===== src/rtl/shftreg_rx.sv =====
// Serial-to-parallel receiver: start bit, WIDTH data bits LSB first, stop bit; Valid/Ack output.
// Define SHFTREG_RX_PARITY_EN to add an even-parity bit after the data bits and a sticky ParErr flag.
module shftreg_rx #(
   parameter int WIDTH = 4
) (
   input  logic             CLK,
   input  logic             Clear,
   input  logic             SIn,
   input  logic             SEn,
   input  logic             Ack,
   output logic [WIDTH-1:0] Q,
   output logic             Valid,
   output logic             FrameErr,
`ifdef SHFTREG_RX_PARITY_EN
   output logic             ParErr,
`endif
   output logic             Overrun
);

   localparam int CW = (WIDTH > 1) ? $clog2(WIDTH) : 1;
   localparam logic [CW-1:0] LAST = CW'(WIDTH - 1);

   typedef enum logic [1:0] {
      IDLE = 2'd0,
      DATA = 2'd1,
`ifdef SHFTREG_RX_PARITY_EN
      PAR  = 2'd3,
`endif
      STOP = 2'd2
   } state_t;

   state_t           state_q;
   logic [CW-1:0]    cnt_q;
   logic [WIDTH-1:0] sh_q;
   logic [WIDTH-1:0] sh_d;
   logic [WIDTH-1:0] q_q;
   logic             valid_q;
   logic             frame_err_q;
   logic             overrun_q;
   logic             commit;
`ifdef SHFTREG_RX_PARITY_EN
   logic             par_err_q;
`endif

   always_comb begin
      sh_d   = {SIn, sh_q[WIDTH-1:1]};
      commit = SEn && SIn && (state_q == STOP);
   end

   always_ff @(negedge CLK or posedge Clear) begin
      if (Clear) begin
         state_q     <= IDLE;
         cnt_q       <= '0;
         sh_q        <= '0;
         q_q         <= '0;
         valid_q     <= 1'b0;
         frame_err_q <= 1'b0;
         overrun_q   <= 1'b0;
`ifdef SHFTREG_RX_PARITY_EN
         par_err_q   <= 1'b0;
`endif
      end else begin
         if (SEn) begin
            case (state_q)
               IDLE: begin
                  if (!SIn) begin
                     state_q <= DATA;
                     cnt_q   <= '0;
                  end
               end
               DATA: begin
                  sh_q  <= sh_d;
                  cnt_q <= cnt_q + 1'b1;
                  if (cnt_q == LAST) begin
`ifdef SHFTREG_RX_PARITY_EN
                     state_q <= PAR;
`else
                     state_q <= STOP;
`endif
                  end
               end
`ifdef SHFTREG_RX_PARITY_EN
               PAR: begin
                  if (SIn != ^sh_q) par_err_q <= 1'b1;
                  state_q <= STOP;
               end
`endif
               STOP: begin
                  // Bad stop bit drops the word; hunting restarts on the next strobe.
                  if (!SIn) frame_err_q <= 1'b1;
                  state_q <= IDLE;
               end
               default: state_q <= IDLE;
            endcase
         end

         // A simultaneous Ack consumes the old word, so only an unacked one overruns.
         if (commit) begin
            q_q     <= sh_q;
            valid_q <= 1'b1;
            if (valid_q && !Ack) overrun_q <= 1'b1;
         end else if (valid_q && Ack) begin
            valid_q <= 1'b0;
         end
      end
   end

   assign Q        = q_q;
   assign Valid    = valid_q;
   assign FrameErr = frame_err_q;
   assign Overrun  = overrun_q;
`ifdef SHFTREG_RX_PARITY_EN
   assign ParErr   = par_err_q;
`endif

endmodule

===== config.mk =====
export PLATFORM = sky130hd
export DESIGN_NAME = shftreg_rx
export DESIGN_NICKNAME = d
export VERILOG_FILES = /design/src/rtl/shftreg_rx.sv
export SDC_FILE = /design/constraint.sdc
export NUM_CORES = 1
export LEC_CHECK = 0
export CORE_MARGIN = 2
export CORE_UTILIZATION = 47
export CTS_CLUSTER_SIZE = 8
export DETAILED_ROUTE_END_ITERATION = 12
export PLACE_DENSITY = 0.78
export SKIP_CTS_REPAIR_TIMING = 1
export SLEW_MARGIN = 10
export SYNTH_ARGS = -nofsm -noshare
export SYNTH_HDL_FRONTEND = slang
export SYNTH_SLANG_ARGS = --single-unit

===== constraint.sdc =====
create_clock -name CLK -period 1.65 [get_ports CLK]
set_input_delay 0.495 -clock CLK [delete_from_list [all_inputs] [get_ports CLK]]
set_output_delay 0.495 -clock CLK [all_outputs]
set_load 0.01 [all_outputs]

After elaboration in Yosys (flattened, before gate mapping)
Index checks and enable logic that the tools add are counted.
{"block": "word_totals", "register_bits": 15, "input_bits": 5, "output_inout_bits": 7, "word_cells": 34}
{"block": "classes", "n_addsub": 1, "n_eq_ne": 5, "mux": 7, "bitwise_logic": 1, "reduce_logical": 13}
{"op": "3-bit AND reduction", "count": 3}
{"op": "2-bit one-hot mux with 2 select lines", "count": 2}
{"op": "2-bit two-way mux", "count": 3}
{"op": "2-bit == test (second input constant)", "count": 2}
{"op": "1-bit logical AND", "count": 4}
{"op": "2-bit != test (second input constant)", "count": 2}
{"op": "2-bit AND reduction", "count": 2}
{"op": "2-bit nonzero test", "count": 2}
{"op": "2-bit by 1-bit adder with 2-bit output (second input constant)", "count": 1}
{"op": "2-bit by 1-bit == test with 1-bit output (second input constant)", "count": 1}
{"op": "2-bit logical NOT", "count": 1}
{"op": "1-bit two-way mux", "count": 2}
{"op": "1-bit logical NOT", "count": 1}
{"op": "1-bit NOT", "count": 1}

Longest topological paths before layout
Gate-level depths: netlist of run 1.
{"block": "logic_depth", "word_depth": 3, "depth_mapped": 4, "mapped_depth_nobuf": 4}

==> results of run 1 <==
==> placed cells by master, fill, tap and decap left out, types with 2 or more instances in the layout <==
master | Yosys | final
dfrtn_1 | 15 | 15
buf_4 | 0 | 11
mux2_4 | 0 | 7
buf_2 | 0 | 7
clkbuf_4 | 0 | 3
o21ai_2 | 0 | 2
clkdlybuf4s50_1 | 0 | 2
buf_12 | 0 | 2
buf_6 | 0 | 2
==> cell type report <==
type                            count  area (sq um)  area share, %
Clock buffer                        4         26.28          2.811
Inverter                            3         18.77          2.008
Multi-Input combinational cell     27         290.3          31.06
Sequential cell                    15         375.4          40.16
Tap cell                           15         18.77          2.008
Timing Repair Buffer               25         205.2          21.95
==> worst paths after layout <==
kind | to | startpoint | depth (start not counted) | slack [ns]
max reg2reg | Q[3] | state_q[0] | 3 | 0.20
min in group asynchronous | Overrun | Clear | 3 | 1.23
max | Q[3] | Q[3] | 1 | -0.52
min reg2reg | Overrun | Overrun | 1 | 0.42
min | Overrun | Overrun | 1 | 0.42
max in group asynchronous | Q[1] | Clear | 3 | 0.27
==> per-stage QoR <==
stage	power [uW]	setup slack (ns)
3_3_place_gp	1210	-1.137
5_1_grt	1566	-0.5500
4_1_cts	1442	-0.9286
2_1_floorplan	945.2	-0.4272
6_report	1477	-0.5199
3_5_place_dp	1234	-1.203
==> logic make-up (layout without fill, tap and decap cells) <==
| family | Yosys count | count (layout) | share of synthesized area [%] |
|---|---|---|---|
| compound gates | 8 | 8 | 9.408 |
| fa+ha+maj | 1 | 1 | 2.045 |
| buf+inv | 3 | 32 | 1.840 |
| flops | 15 | 15 | 61.35 |
| mux | 8 | 8 | 14.52 |
| simple gates | 10 | 10 | 10.84 |
==> power groups by stage <==
stage | Combinational (uW) | Sequential (uW) | Clock, uW
after floorplan | 287 | 659 | 0
after global placement | 576 | 634 | 0
after detailed placement | 590 | 643 | 0
after CTS | 591 | 639 | 212
after global routing | 676 | 665 | 225
final | 621 | 646 | 210
==> layer usage <==
metal,wire length (um),up-vias
met1,501,219
met2,593,14
met3,67,2
met4,8,0
met5,0,-
li1,-,217
==> flip-flops by register name (all words and copies together) (netlist names) <==
name	cells
Overrun	1
sh_q	4
FrameErr	1
Q	4
cnt_q	2
state_q	2
Valid	1
==> summary.md, run 1 <==
| Metric | Value |
|---|---|
| Slowest CP cell | `dfrtn_1` |
| Sink Count | `15` |
| Top-area cell type share of the netlist area | `61.35%` |
| DR iter-0 viols | `11` |
| Asr flop ratio synth | `100.0%` |
| Final Hold Fails | `0` |
| Antenna-violating nets left | `0` |
| Failing checks | `negative setup slack` |
| Routed WL per cell | `13.16 um` |
| Synth Warn # | `0` |
| Placed cell areas | `865.8 sq um` |
| Slew Limit Headroom | `79.75%` |
| Layout Cells excl Fill | `89` |
| Logic pwr share | `42.0%` |
| DP HPWL | `807.9 um` |
| Synth Flop Type | `dfrtn_1` |
| H-tree depth | `1` |
| Tightest Hold Check Type | `reg2reg` |
| Maxcap violations | `0` |
| I/O Buffers | `11` |
| Final slew viol count | `0` |
| Leakage | `0.0004985 uW` |
| Row count | `13` |
| # fillers | `87` |
| Post-route DRC | `0` |
| Chip height | `40.08 um` |
| Worst VDD drop | `0.8381 mV` |
| M1 GR Usage | `20.77%` |
| TritonCTS buffer count | `3` |
| Worst Path Arrival | `1.67 ns` |
| Clk pwr share | `14.2%` |
| Area delta synth->final | `52.76%` |
| Chip Width | `40.08 um` |
| CP bufs+invs | `1` |
| CTS tree | `built` |
| Fin Hold WS | `0.4157 ns` |
| Via count | `452` |
| Final worst slack | `-0.5199 ns` |
| Avg Cell Area, Syn | `13.60 sq um` |
| NetSw | `458.4 uW` |
| Met3 global-route usage | `3.333%` |
| RSZ-0062 raised after global routing | `true` |
| Vias in the first global route | `418` |
| CTS root buf | `clkbuf_4` |
| CTS max path bufs | `2` |
| Synth Instances | `45` |
| Power Dens Cells | `1581 mW/mm^2` |
| Most frequent cell after synthesis | `dfrtn_1` |
| Crit start category | `register` |
| Largest area contributor in the netlist | `dfrtn_1` |
| Vias per inst | `5.079` |
| Ranking of synthesized cells by area | `dfrtn_1, mux2_2, nand3_4` |
| Die ar. | `0.001606 sq mm` |
| Crit Path Category | `reg2out` |
| Setup TNS | `-5.906 ns` |
| Most Crowded Layer GR | `met2` |
| First-pass GRT wire length | `1745 um` |
| Final core occ | `74.63%` |
| Initial Util | `48.85%` |
| Worst slew pin tran | `0.3037 ns` |
| Layout cells sized above 1 | `60.81%` |
| Drt pass-1 iters | `5` |
| Clk_lat worst skew | `0.29 ns` |
| Internal Power | `1019 uW` |
| Synthesized cell area | `611.8 sq um` |
| FF+latch count, synth | `15` |
| Crit-path cells | `buf_2` |
| Total gr overflow | `0` |
| Pin count of the biggest net entering global routing | `16` |
| GR Util All Layers | `17.14%` |
| Worst-path fanout max | `2` |
| Post-synth cell types | `19` |
| Boundary Pins | `12` |
| Sequential share of the synthesized area | `61.35%` |
| Max incr delay on CP | `0.43 ns` |
| Inst Count DP | `80` |
| Setup crit end kind | `output pin` |
| WP data required | `1.15 ns` |
| Commonest cells in the netlist | `dfrtn_1, mux2_2, inv_1, o21ai_0` |
| Delay-heaviest family, CP | `flip-flops` |
| Status | `finished with violations` |
| Antenna Cells | `0` |
| GP Congestion | `0.6796` |
| Syn_nets | `51` |
| Post-route cell area | `934.6 sq um` |
| Nets | `81` |
| Setup Viol. Count Final | `20` |
| Post-synth EDFFs | `0` |
| Clock skew | `0.004463 ns` |
| Worst-path clk slew | `0.06 ns` |
| Core area | `0.001252 sq mm` |
| Switch share | `31.03%` |
| Final WL | `1171 um` |
| Initial antenna violation count | `0` |
| Seq pwr share | `43.7%` |
| Grt met2 use | `26.61%` |
Power figures use the tool's default switching activity.
==> run 2: changes to the inputs <==
--- a/config.mk
+++ b/config.mk
@@ -5,6 +5,7 @@
 export SDC_FILE = /design/constraint.sdc
 export NUM_CORES = 1
 export LEC_CHECK = 0
+export CAP_MARGIN = 20
 export CORE_MARGIN = 2
 export CORE_UTILIZATION = 47
 export CTS_CLUSTER_SIZE = 8
==> results of run 2 <==
Final layout, timing and power as in run 1 (identical DEF).
